==> src/rtl/execute_stage.sv <==
// Execute stage: computes the ALU result, flags and branch target for one operation
// and holds it in a single-entry output register behind a valid/ready handshake.
module execute_stage (
    input  logic        clk,
    input  logic        rst,
    input  logic        valid_in,
    output logic        ready_in,
    input  logic [2:0]  ALUControl,
    input  logic [31:0] SrcA,
    input  logic [31:0] SrcB,
    input  logic [4:0]  RdE,
    input  logic        RegWriteE,
    input  logic        BranchE,
    input  logic [31:0] PCE,
    input  logic [31:0] ImmExtE,
    input  logic        flush,
    output logic        valid_out,
    input  logic        ready_out,
    output logic [31:0] ALUResultM,
    output logic [4:0]  RdM,
    output logic        RegWriteM,
    output logic        ZeroM,
    output logic        NegM,
    output logic        CarryM,
    output logic        OvfM,
    output logic        PCSrcM,
    output logic [31:0] PCTargetM,
    output logic [31:0] op_count
);

    typedef enum logic [2:0] {
        ALU_ADD = 3'b000,
        ALU_SUB = 3'b001,
        ALU_AND = 3'b010,
        ALU_OR  = 3'b011,
        ALU_SLT = 3'b101
    } alu_op_e;

    alu_op_e     alu_op;
    logic        is_sub;
    logic [31:0] opb;
    logic [32:0] sum;
    logic        add_ovf;

    logic [31:0] res_c;
    logic        zero_c, neg_c, carry_c, ovf_c;

    logic        accept;
    logic        hand_off;

    logic        valid_q, valid_d;
    logic [31:0] res_q, res_d;
    logic [4:0]  rd_q, rd_d;
    logic        regw_q, regw_d;
    logic        zero_q, zero_d;
    logic        neg_q, neg_d;
    logic        carry_q, carry_d;
    logic        ovf_q, ovf_d;
    logic        pcsrc_q, pcsrc_d;
    logic [31:0] tgt_q, tgt_d;
    logic [31:0] cnt_q, cnt_d;

    assign alu_op  = alu_op_e'(ALUControl);
    assign is_sub  = (alu_op == ALU_SUB);
    // Subtraction reuses the adder as A + ~B + 1, so carry-out means "no borrow".
    assign opb     = is_sub ? ~SrcB : SrcB;
    assign sum     = {1'b0, SrcA} + {1'b0, opb} + {32'b0, is_sub};
    assign add_ovf = (SrcA[31] == opb[31]) && (sum[31] != SrcA[31]);

    always_comb begin
        res_c   = '0;
        zero_c  = 1'b0;
        neg_c   = 1'b0;
        carry_c = 1'b0;
        ovf_c   = 1'b0;
        case (alu_op)
            ALU_ADD, ALU_SUB: begin
                res_c   = sum[31:0];
                carry_c = sum[32];
                ovf_c   = add_ovf;
            end
            ALU_AND: res_c = SrcA & SrcB;
            ALU_OR:  res_c = SrcA | SrcB;
            ALU_SLT: res_c = {31'b0, ($signed(SrcA) < $signed(SrcB))};
            default: res_c = '0;
        endcase
        // Unassigned opcodes report no flags at all, not even Zero.
        if (alu_op inside {ALU_ADD, ALU_SUB, ALU_AND, ALU_OR, ALU_SLT}) begin
            zero_c = (res_c == '0);
            neg_c  = res_c[31];
        end
    end

    assign ready_in = !valid_q || ready_out;
    assign accept   = valid_in && ready_in && !flush;
    assign hand_off = valid_q && ready_out && !flush;

    always_comb begin
        valid_d = valid_q;
        res_d   = res_q;
        rd_d    = rd_q;
        regw_d  = regw_q;
        zero_d  = zero_q;
        neg_d   = neg_q;
        carry_d = carry_q;
        ovf_d   = ovf_q;
        pcsrc_d = pcsrc_q;
        tgt_d   = tgt_q;
        cnt_d   = hand_off ? cnt_q + 32'd1 : cnt_q;

        if (flush) begin
            valid_d = 1'b0;
            regw_d  = 1'b0;
            pcsrc_d = 1'b0;
        end else if (accept) begin
            valid_d = 1'b1;
            res_d   = res_c;
            rd_d    = RdE;
            regw_d  = RegWriteE;
            zero_d  = zero_c;
            neg_d   = neg_c;
            carry_d = carry_c;
            ovf_d   = ovf_c;
            pcsrc_d = BranchE && zero_c;
            tgt_d   = PCE + ImmExtE;
        end else if (hand_off) begin
            valid_d = 1'b0;
        end
    end

    always_ff @(posedge clk or posedge rst) begin
        if (rst) begin
            valid_q <= 1'b0;
            res_q   <= '0;
            rd_q    <= '0;
            regw_q  <= 1'b0;
            zero_q  <= 1'b0;
            neg_q   <= 1'b0;
            carry_q <= 1'b0;
            ovf_q   <= 1'b0;
            pcsrc_q <= 1'b0;
            tgt_q   <= '0;
            cnt_q   <= '0;
        end else begin
            valid_q <= valid_d;
            res_q   <= res_d;
            rd_q    <= rd_d;
            regw_q  <= regw_d;
            zero_q  <= zero_d;
            neg_q   <= neg_d;
            carry_q <= carry_d;
            ovf_q   <= ovf_d;
            pcsrc_q <= pcsrc_d;
            tgt_q   <= tgt_d;
            cnt_q   <= cnt_d;
        end
    end

    assign valid_out  = valid_q;
    assign ALUResultM = res_q;
    assign RdM        = rd_q;
    assign RegWriteM  = regw_q;
    assign ZeroM      = zero_q;
    assign NegM       = neg_q;
    assign CarryM     = carry_q;
    assign OvfM       = ovf_q;
    assign PCSrcM     = pcsrc_q;
    assign PCTargetM  = tgt_q;
    assign op_count   = cnt_q;

endmodule

==> config.mk <==
export PLATFORM = sky130hd
export DESIGN_NAME = execute_stage
export DESIGN_NICKNAME = d
export VERILOG_FILES = /design/src/rtl/execute_stage.sv
export SDC_FILE = /design/constraint.sdc
export NUM_CORES = 1
export LEC_CHECK = 0
export ABC_CLOCK_PERIOD_IN_PS = 3800
export BUFFER_PORTS_ARGS = -buffer_cell sky130_fd_sc_hd__buf_2
export CAP_MARGIN = 20
export CORE_UTILIZATION = 56
export CTS_BUF_LIST = sky130_fd_sc_hd__clkbuf_16
export DETAILED_ROUTE_END_ITERATION = 8
export PLACE_DENSITY_LB_ADDON = 0.08
export SKIP_LAST_GASP = 1
export SLEW_MARGIN = 10
export SYNTH_ARGS = -nofsm -noshare
export SYNTH_HDL_FRONTEND = slang
export SYNTH_SLANG_ARGS = --single-unit
export TNS_END_PERCENT = 10
==> constraint.sdc <==
create_clock -name clk -period 3.8 [get_ports clk]
set_input_delay 0.57 -clock clk [delete_from_list [all_inputs] [get_ports clk]]
set_output_delay 0.57 -clock clk [all_outputs]
set_load 0.01 [all_outputs]
Word level (Yosys, flattened, before mapping)
Index checks and enable logic that the tools add are counted.
W data, S select, Z words.
{"block": "op_classes", "n_addsub": 4, "n_lt_le_gt_ge": 1, "eq_ne": 6, "muxes": 13, "n_bitwise": 4, "reduce_logical": 16}
{"operator": "$pmux W32 S4", "n": 1}
{"operator": "$add A32 B32 Y33", "n": 1}
{"operator": "$add A33 B1 Y33", "n": 1}
{"operator": "$add A32 B1 Y32 const B", "n": 1}
{"operator": "$add A32 B32 Y32", "n": 1}
{"operator": "$and A32 B32 Y32", "n": 1}
{"operator": "$logic_not A32 Y1", "n": 1}
{"operator": "$lt A32 B32 Y1", "n": 1}
{"operator": "$mux W32", "n": 1}
{"operator": "$not A32 Y32", "n": 1}
{"operator": "$or A32 B32 Y32", "n": 1}
{"operator": "$mux W1", "n": 11}
{"operator": "$eq A3 B2 Y1 const B", "n": 2}
{"operator": "$logic_and A1 B1 Y1", "n": 6}
{"operator": "$reduce_bool A5 Y1", "n": 1}
{"operator": "$eq A3 B1 Y1 const B", "n": 1}
{"operator": "$eq A3 B3 Y1 const B", "n": 1}
{"operator": "$logic_not A3 Y1", "n": 1}
{"operator": "$reduce_bool A3 Y1", "n": 1}
{"operator": "$logic_not A1 Y1", "n": 2}
{"operator": "$reduce_and A2 Y1", "n": 1}
{"operator": "$reduce_bool A2 Y1", "n": 1}
{"operator": "$reduce_or A2 Y1", "n": 1}
{"operator": "$eq A1 B1 Y1", "n": 1}
{"operator": "other kinds (3)", "n": 3}
{"block": "totals", "reg_bits": 108, "in_bits": 143, "output_inout_bits": 109, "word_cells": 55}

Longest topological paths before layout
Gate-level depths: netlist of the first run.
{"block": "depth", "depth_word": 10, "mapped_depth": 21, "ltp_nobuf": 15}

Least setup slack after synthesis of the first run
No wires, ideal clock.
{"block": "synth_timing", "path_kind": "in2reg", "from": "input port ALUControl[2]", "to": "register pcsrc_q (netlist: PCSrcM)", "setup_ns": 0.076, "arrival_time_ns": 4.671, "required_time_ns": 3.724, "slack_ns": -0.948, "path_stages": 21, "path_buffers": 7, "cell_sequence": "buf_2 > nor2_1 > buf_2 > buf_1 > buf_2 > and2_1 > clkbuf_1 > buf_2 > xnor2_1 > ha_1 > buf_2 > a211oi_2 > o21ai_1 > a31oi_1 > o211ai_1 > a31o_2 > a221o_1 > a2111oi_0 > and4_1 > nand3_1 > o21ai_1"}
{"block": "synth_between", "elab_chain_cells": 10, "word_cells_on_any_way": 16, "classes_between": "add/sub (2); eq/ne (4); mux (5); reduce/logical (5)"}
{"element": "start: declaration", "line": "8", "rtl": "input logic [2:0] ALUControl,"}
{"element": "$eq A3 B1 Y1", "line": "64, 76, 88"}
{"element": "$mux W32", "line": "66", "rtl": "assign opb = is_sub ? ~SrcB : SrcB;"}
{"element": "$add A32 B32 Y33", "line": "67", "rtl": "assign sum = {1'b0, SrcA} + {1'b0, opb} + {32'b0, is_sub};"}
{"element": "$add A33 B1 Y33", "line": "67"}
{"element": "$pmux W32 S4", "line": "76", "rtl": "case (alu_op)"}
{"element": "$logic_not A32 Y1", "line": "89", "rtl": "zero_c = (res_c == '0);"}
{"element": "$mux W1 *", "line": "88", "rtl": "if (alu_op inside {ALU_ADD, ALU_SUB, ALU_AND, ALU_OR, ALU_SLT}) begin"}
{"element": "$logic_and A1 B1 Y1 *", "line": "124", "rtl": "pcsrc_d = BranchE && zero_c;"}
{"element": "$mux W1 *", "line": "115", "rtl": "end else if (accept) begin"}
{"element": "$mux W1 *", "line": "111", "rtl": "if (flush) begin"}
{"element": "end signal: assignment", "line": "153", "rtl": "pcsrc_q <= pcsrc_d;"}
{"element": "end: declaration", "line": "59", "rtl": "logic pcsrc_q, pcsrc_d;"}
Every way passes the cells marked *; elsewhere a longest branch is shown, timed or not. The select of a mux whose other input is x is not followed.
A chain may end at the register's enable or synchronous reset.

Worst setup path in the final report of the first run
{"block": "layout_timing", "from": "input port ALUControl[1]", "to": "register pcsrc_q (netlist: PCSrcM)"}
The elaborated chain is that of the path after synthesis.

==> results of run 1 <==
-- placed cells by master (no fill, tap or decap), types with 13 or more instances in the layout --
cell type	netlist	final
buf_2	9	251
xnor2_1	75	72
nor2b_1	13	13
nor2_1	69	67
ha_1	166	166
nand3_1	29	29
nand2_1	149	149
o21ai_0	85	82
mux2i_1	14	14
o211ai_1	13	13
buf_4	0	104
a21oi_1	90	88
nand4_1	28	28
a211oi_1	17	17
nor3_1	21	21
dfrtp_1	108	108
inv_1	113	112
xor2_1	25	25
a21o_1	27	27
o21a_1	13	13
-- power by group --
part	switching [uW]	internal, uW
combinational	1030	815
sequential	109	1320
clock	525	482
total	1660	2620
-- metal layers --
layer / vias to the layer above / part of all wire (%) / global-route usage (%)
met3: 62 / 5.9 / 3.58
met2: 353 / 46 / 53.1
li1: 5160 / - / -
met1: 4853 / 45 / 41.1
met5: - / 0 / 0
met4: 0 / 3.2 / 12.1
-- area by class of cell --
type                            instances  share of cell area (%)
Timing Repair Buffer                  358                    15.9
Tap cell                              229                    2.18
Multi-Input combinational cell       1012                    55.7
Sequential cell                       108                    20.5
Clock buffer                            9                    1.71
Inverter                              113                    3.24
Clock inverter                          7                   0.713
Antenna cell                            2                  0.0380
-- per-stage QoR --
stage               instances  cell area [sq um]
floorplan                1280              10700
global placement         1820              12800
global route             1838              13200
CTS                      1836              13100
finish                   1838              13200
detailed placement       1820              12800
-- registers in the layout, indices dropped and copies added, names as in the netlist --
| name | cells |
|---|---|
| ALUResultM | 32 |
| PCTargetM | 32 |
| op_count | 32 |
| RdM | 5 |
| CarryM | 1 |
| NegM | 1 |
| OvfM | 1 |
| PCSrcM | 1 |
| RegWriteM | 1 |
| ZeroM | 1 |
| valid_out | 1 |
-- kinds of logic (layout without fill, tap and decap cells) --
kind of cell / Yosys count / after routing / synth area share [%]
and+or+nand+nor: 383 / 383 / 17.5
AOI/OAI and AO/OA: 343 / 343 / 21.2
adders and majority gates: 168 / 168 / 20.0
buffers and inverters: 160 / 487 / 5.78
DFF: 108 / 108 / 25.5
xor gates and xnor gates: 100 / 100 / 8.28
muxes: 18 / 18 / 1.75
other: 0 / 2 / 0
-- critical path, stage by stage --
cell and delay [ns]:
buf_2 0.12, nor2_4 0.10, and2_4 0.21, buf_4 0.20, buf_12 0.15, xnor2_1 0.12
ha_1 0.26, a21o_1 0.18, a21o_1 0.17, a21oi_1 0.27, o21ai_0 0.19, a211o_1 0.33
a41oi_2 0.20, xnor2_1 0.16, o221ai_1 0.14, a2111o_1 0.39, o21ai_1 0.14
-- what timing repair did --
| action | CTS | global route |
|---|---|---|
| hold buffers | 0 | 0 |
| resized for setup | 0 | 11 |
| buffers inserted | 0 | 0 |
| endpoints found under the setup margin | 0 | 2 |
-- worst min path at each step --
stage                 start           end  slack (ns)  cells past startpoint
3_5_place_dp         RdM[1]        RdM[1]        0.46                      2
5_1_grt                 rst  op_count[11]        0.39                      2
4_1_cts                 rst  op_count[11]        0.36                      2
3_3_place_gp         RdM[3]        RdM[3]        0.45                      2
6_report                rst  op_count[11]        0.32                      2
2_1_floorplan  op_count[31]  op_count[31]        0.51                      1
==> metrics.md, run 1 <==
| Metric | Value |
|---|---|
| Tcrit/Tclk final | `94.9%` |
| DR DRC count | `0` |
| R2R cell count | `10` |
| Die area | `19400 sq um` |
| Share of the synthesized area in the top cell type | `25.5%` |
| Max-Cap Viols | `0` |
| Design Power | `4280 uW` |
| Final setup viols | `0` |
| Vias in the first global route | `9850` |
| Async S/R FF share, synth | `100%` |
| Startpoint type of the worst setup path | `input port` |
| Die H | `139 um` |
| Gr usage total | `31.4%` |
| CP max FO | `10` |
| First-pass GRT wire length | `49.0 mm` |
| Outcome | `finished clean` |
| TritonRoute pass-1 iters | `5` |
| Cell variety after synth | `77` |
| H-tree Lvls | `3` |
| Pre-CTS setup slack | `-0.341 ns` |
| Post-DR vias/cell | `5.67` |
| CTS clk-pin slew, worst paths | `0.09 ns` |
| # IOs | `252` |
| Syn nets | `1591` |
| Clock root buffer master | `clkbuf_16` |
| Final HPWL DP | `25.0 mm` |
| Core Util, Final | `72.3%` |
| Starting Density | `58.1%` |
| DRT antenna net count | `0` |
| Synth-to-Final Area Change | `24.4%` |
| Top_reg_cell synth | `dfrtp_1` |
| Nature of the critical path endpoint | `flop` |
| Max-Slew Margin vs Limit | `39.8%` |
| Initial antenna violation count | `2` |
| Crit path DAT | `3.90 ns` |
| Fill count | `1493` |
| Register area | `2700 sq um` |
| Site row count | `49` |
| Multi-input logic area | `7320 sq um` |
| CTS tree | `built` |
| Final Max Tran Viols | `0` |
| Setup crit start | `ALUControl[1]` |
| Hold WC Path Type | `input port to async pin` |
| Setup TNS | `0 ns` |
| Die X | `139 um` |
| Core region area | `18200 sq um` |
| IO Port Bufs | `251` |
| Worst-margin pin slew | `0.904 ns` |
| Syn Std Cell Area | `10600 sq um` |
| Flop-to-flop setup slack | `1.04 ns` |
| Fmax | `277 MHz` |
| Skew-Pair Late Insertion Delay | `0.37 ns` |
| Detailed Route Iter0 Violations | `635` |
| RR Endpoint | `op_count[30]` |
| Synth warnings | `0` |
| Post-Route Skew | `0.0156 ns` |
| Num CTS Buffers | `9` |
| CP Class | `input port to flop` |
| Post-synth EDFFs | `0` |
| Sequential fraction of the synthesis area | `25.5%` |
| GRT overflow | `0` |
| Final WS setup | `0.194 ns` |
| Syn Area/Cell | `8.26 sq um` |
| Worst hold margin | `0.320 ns` |
| Final critical-path required period | `3.61 ns` |
| Drt wl/cell | `16.8 um` |
| Post-Route WL | `30.9 mm` |
| CP required | `4.09 ns` |
| GP Congestion | `0.958` |
| Synth area leader | `dfrtp_1` |
| Leakage | `0.00689 uW` |
| Layout cell share with drive strength beyond 1 | `25.9%` |
| Count leader, synth | `ha_1` |
| Crit path to | `PCSrcM` |
| Pin count of the biggest net entering global routing | `91` |
| Power Dens Cells | `325 nW/um^2` |
| Worst flop-to-flop path startpoint | `valid_out` |
| Sink Count | `108` |
| Synth Register Bits | `108` |
| Worst VDD drop | `0.206 mV` |
| Post-Syn Instances | `1280` |
| RSZ-0062 raised after global routing | `no` |
| Synth area leaders | `dfrtp_1 (26%), ha_1 (20%), xnor2_1 (6.2%), nand2_1 (5.3%), a21oi_1 (4.3%)` |
| Vias | `10428` |
| Hold Fails Final Rpt | `0` |
| Post-synth top cells | `ha_1 (166), nand2_1 (149), inv_1 (113)` |
| Clock Path Buffers | `2` |
| Final nets | `1913` |
No activity file was read; power rests on OpenSTA's default activity.
==> run 2: changes to the inputs <==
- ABC_AREA: default -> 1
==> run 2 against run 1 <==
Power decreased by 7.1%; global-route usage about the same; sequential power about the same; critical path type unchanged; synthesized cell count increased by 32%; routed wire length increased by 5.1%; clock-buffer cell count unchanged; synthesized area increased by 6.7%; final cell count increased by 20%; via count increased by 10%; core utilization decreased by 4.9 points; setup slack improved by 0.35 ns; clock power decreased by 13%.
==> metrics.md, run 2 <==
| Metric | Value |
|---|---|
| Count leader, synth | `nand2_1` |
| CP max FO | `32` |
| H-tree Lvls | `3` |
| Sink Count | `108` |
| Sequential fraction of the synthesis area | `23.9%` |
| Top_reg_cell synth | `dfrtp_1` |
| CTS clk-pin slew, worst paths | `0.07 ns` |
| GRT overflow | `0` |
| CP required | `4.08 ns` |
| Final critical-path required period | `3.25 ns` |
| Synth warnings | `0` |
| Most frequent CP cell | `nand2_1` |
| RSZ-0062 raised after global routing | `no` |
| # IOs | `252` |
| Syn Area/Cell | `6.67 sq um` |
| Worst-margin pin slew | `0.679 ns` |
| Setup bufs post-CTS | `0` |
| Vias in the first global route | `10722` |
| Die X | `144 um` |
| Power Dens Cells | `301 nW/um^2` |
| Multi-input logic area | `7430 sq um` |
| CTS tree | `built` |
| Synth Register Bits | `108` |
| Placed insts | `2196` |
| Site row count | `51` |
| Clock Path Buffers | `2` |
| Die H | `144 um` |
| CP max stage cell | `buf_4` |
| Slowest stage delay, CP | `0.38 ns` |
| Post-Route Skew | `0.00767 ns` |
| Crit path DAT | `3.54 ns` |
| Fmax | `307 MHz` |
| Synth area leader | `dfrtp_1` |
| Starting Density | `57.6%` |
| Core Util, Final | `67.3%` |
| Gr usage total | `31.5%` |
| Post-synth top cells | `nand2_1 (471), inv_1 (274), ha_1 (166)` |
| Initial antenna violation count | `0` |
| Drt wl/cell | `14.7 um` |
| CP Class | `input port to flop` |
| Fill count | `1836` |
| Flop-to-flop setup slack | `1.51 ns` |
| Cell variety after synth | `46` |
| Layout cell share with drive strength beyond 1 | `15.9%` |
| Outcome | `finished clean` |
| DRT antenna net count | `0` |
| Hold WC Path Type | `input port to async pin` |
| Register area | `2700 sq um` |
| Post-CTS sizing | `0` |
| Num CTS Buffers | `9` |
| Post-DR vias/cell | `5.19` |
| DR DRC count | `0` |
| First-pass GRT wire length | `51.3 mm` |
| Hold Fails Final Rpt | `0` |
| Nature of the critical path endpoint | `flop` |
| Share of the synthesized area in the top cell type | `23.9%` |
| Post-Syn Instances | `1692` |
| Final nets | `2254` |
| Final setup viols | `0` |
| Syn Std Cell Area | `11300 sq um` |
| GP Congestion | `1.00` |
| Tcrit/Tclk final | `85.6%` |
| N_diodes | `0` |
| Leakage | `0.00781 uW` |
| IO Port Bufs | `251` |
| Post-Route WL | `32.5 mm` |
| Die area | `20700 sq um` |
| Pin count of the biggest net entering global routing | `81` |
| TritonRoute pass-1 iters | `5` |
| Most common cell after layout, fill and taps aside | `nand2_1` |
| Final HPWL DP | `27.1 mm` |
| Post-synth EDFFs | `0` |
| Core region area | `19600 sq um` |
| Startpoint type of the worst setup path | `input port` |
| Max-Slew Margin vs Limit | `54.2%` |
| Worst VDD drop | `0.244 mV` |
| Detailed Route Iter0 Violations | `666` |
| Synth-to-Final Area Change | `16.9%` |
| Synth area leaders | `dfrtp_1 (24%), ha_1 (18%), nand2_1 (16%), inv_1 (9.1%), nor2_1 (5.3%)` |
| Async S/R FF share, synth | `100%` |
| Clock root buffer master | `clkbuf_16` |
| Setup TNS | `0 ns` |
| Commonest cells after routing, fill and taps aside | `nand2_1 (471), inv_1 (273), buf_2 (251)` |
| Final Max Tran Viols | `0` |
| Hold_buf cts | `0` |
| Max-Cap Viols | `0` |
| Syn nets | `2003` |
| Vias | `11495` |
| Fin cells | `2213` |
| Crit path cell chain | `buf_2 > nor2_4 > buf_4 > nand3_1 > nand2_2 > inv_1 > fa_1 > inv_1 > nand2_1 > nand2_1 > nand3_1 > nand2_1 > nand2_1 > nand2_1 > nand2_1 > nand3_1 > nand2_1 > nor2_1 > nand2_1 > nor2_1 > nand4_1 > nor2_2 > nand3_1 > nand2_1` |
| Skew-Pair Late Insertion Delay | `0.34 ns` |
## run 2: changes by cell type after synthesis, moves of 14 or more
| cell | delta |
|---|---|
| mux2i_1 | -14 |
| o21ai_0 | -22 |
| inv_1 | +161 |
| a21o_1 | -19 |
| nor2_1 | +91 |
| nand2_1 | +322 |
| a21oi_1 | +18 |
| xor2_1 | +38 |
| a211oi_1 | -15 |
| xnor2_1 | -60 |
| clkbuf_1 | -17 |
| nand3_1 | +75 |
## run 2: final cells by class
| cell class | count | area share (%) |
|---|---|---|
| multi-input combinational | 1281 | 56.3 |
| inverter | 275 | 7.84 |
| timing repair buffer | 268 | 10.7 |
| clock inverter | 7 | 0.370 |
| clock buffer | 9 | 1.71 |
| tap | 265 | 2.51 |
| sequential | 108 | 20.5 |
## run 2: worst max-delay path, delay by kind of cell
kind	cells	cell delay, ns
adders and majority gates	1	0.35
and+or+nand+nor	19	1.93
buffers and inverters	4	0.67
## run 2: cells by family (layout without fill, tap and decap cells)
| logic type | after synthesis | in the layout | share of synthesized area [%] |
|---|---|---|---|
| buffers and inverters | 303 | 559 | 10.3 |
| and+or+nand+nor | 825 | 825 | 30.8 |
| adders and majority gates | 168 | 168 | 18.8 |
| xor gates and xnor gates | 78 | 78 | 6.05 |
| DFF | 108 | 108 | 23.9 |
| AOI/OAI and AO/OA | 210 | 210 | 10.1 |
## run 2: metrics by stage
step                      total power [uW]  instance area [sq um]  setup slack, ns  hold slack (ns)
after floorplan                       2470                  11300            0.384            0.504
after global placement                3060                  12900            0.225            0.450
after detailed placement              3090                  12900            0.236            0.461
after CTS                             3970                  13200            0.598            0.409
after global routing                  4270                  13200            0.240            0.137
final                                 3970                  13200            0.546            0.137
## run 2: metal layers
metal	up-vias	part of all wire (%)	global-route usage, %
li1	5839	-	-
met1	5181	44	41.2
met2	416	45	51.7
met3	59	7.6	6.03
met4	0	3.0	10.5
met5	-	0	0
## run 2: report_power, final
part	internal [uW]	switching, uW
sequential	1310	114
clock	448	433
combinational	621	1050
total	2380	1590
## run 2: final timing paths
| kind | from | end | cells after the start |
|---|---|---|---|
| setup reg to reg | valid_out | PCSrcM | 15 |
| setup / recovery | ALUControl[2] | PCSrcM | 24 |
| min in group clk | RdE[4] | RdM[4] | 3 |
| max in group asynchronous | rst | RdM[1] | 4 |
| hold / removal | rst | op_count[31] | 2 |
| hold reg to reg | op_count[31] | op_count[31] | 1 |
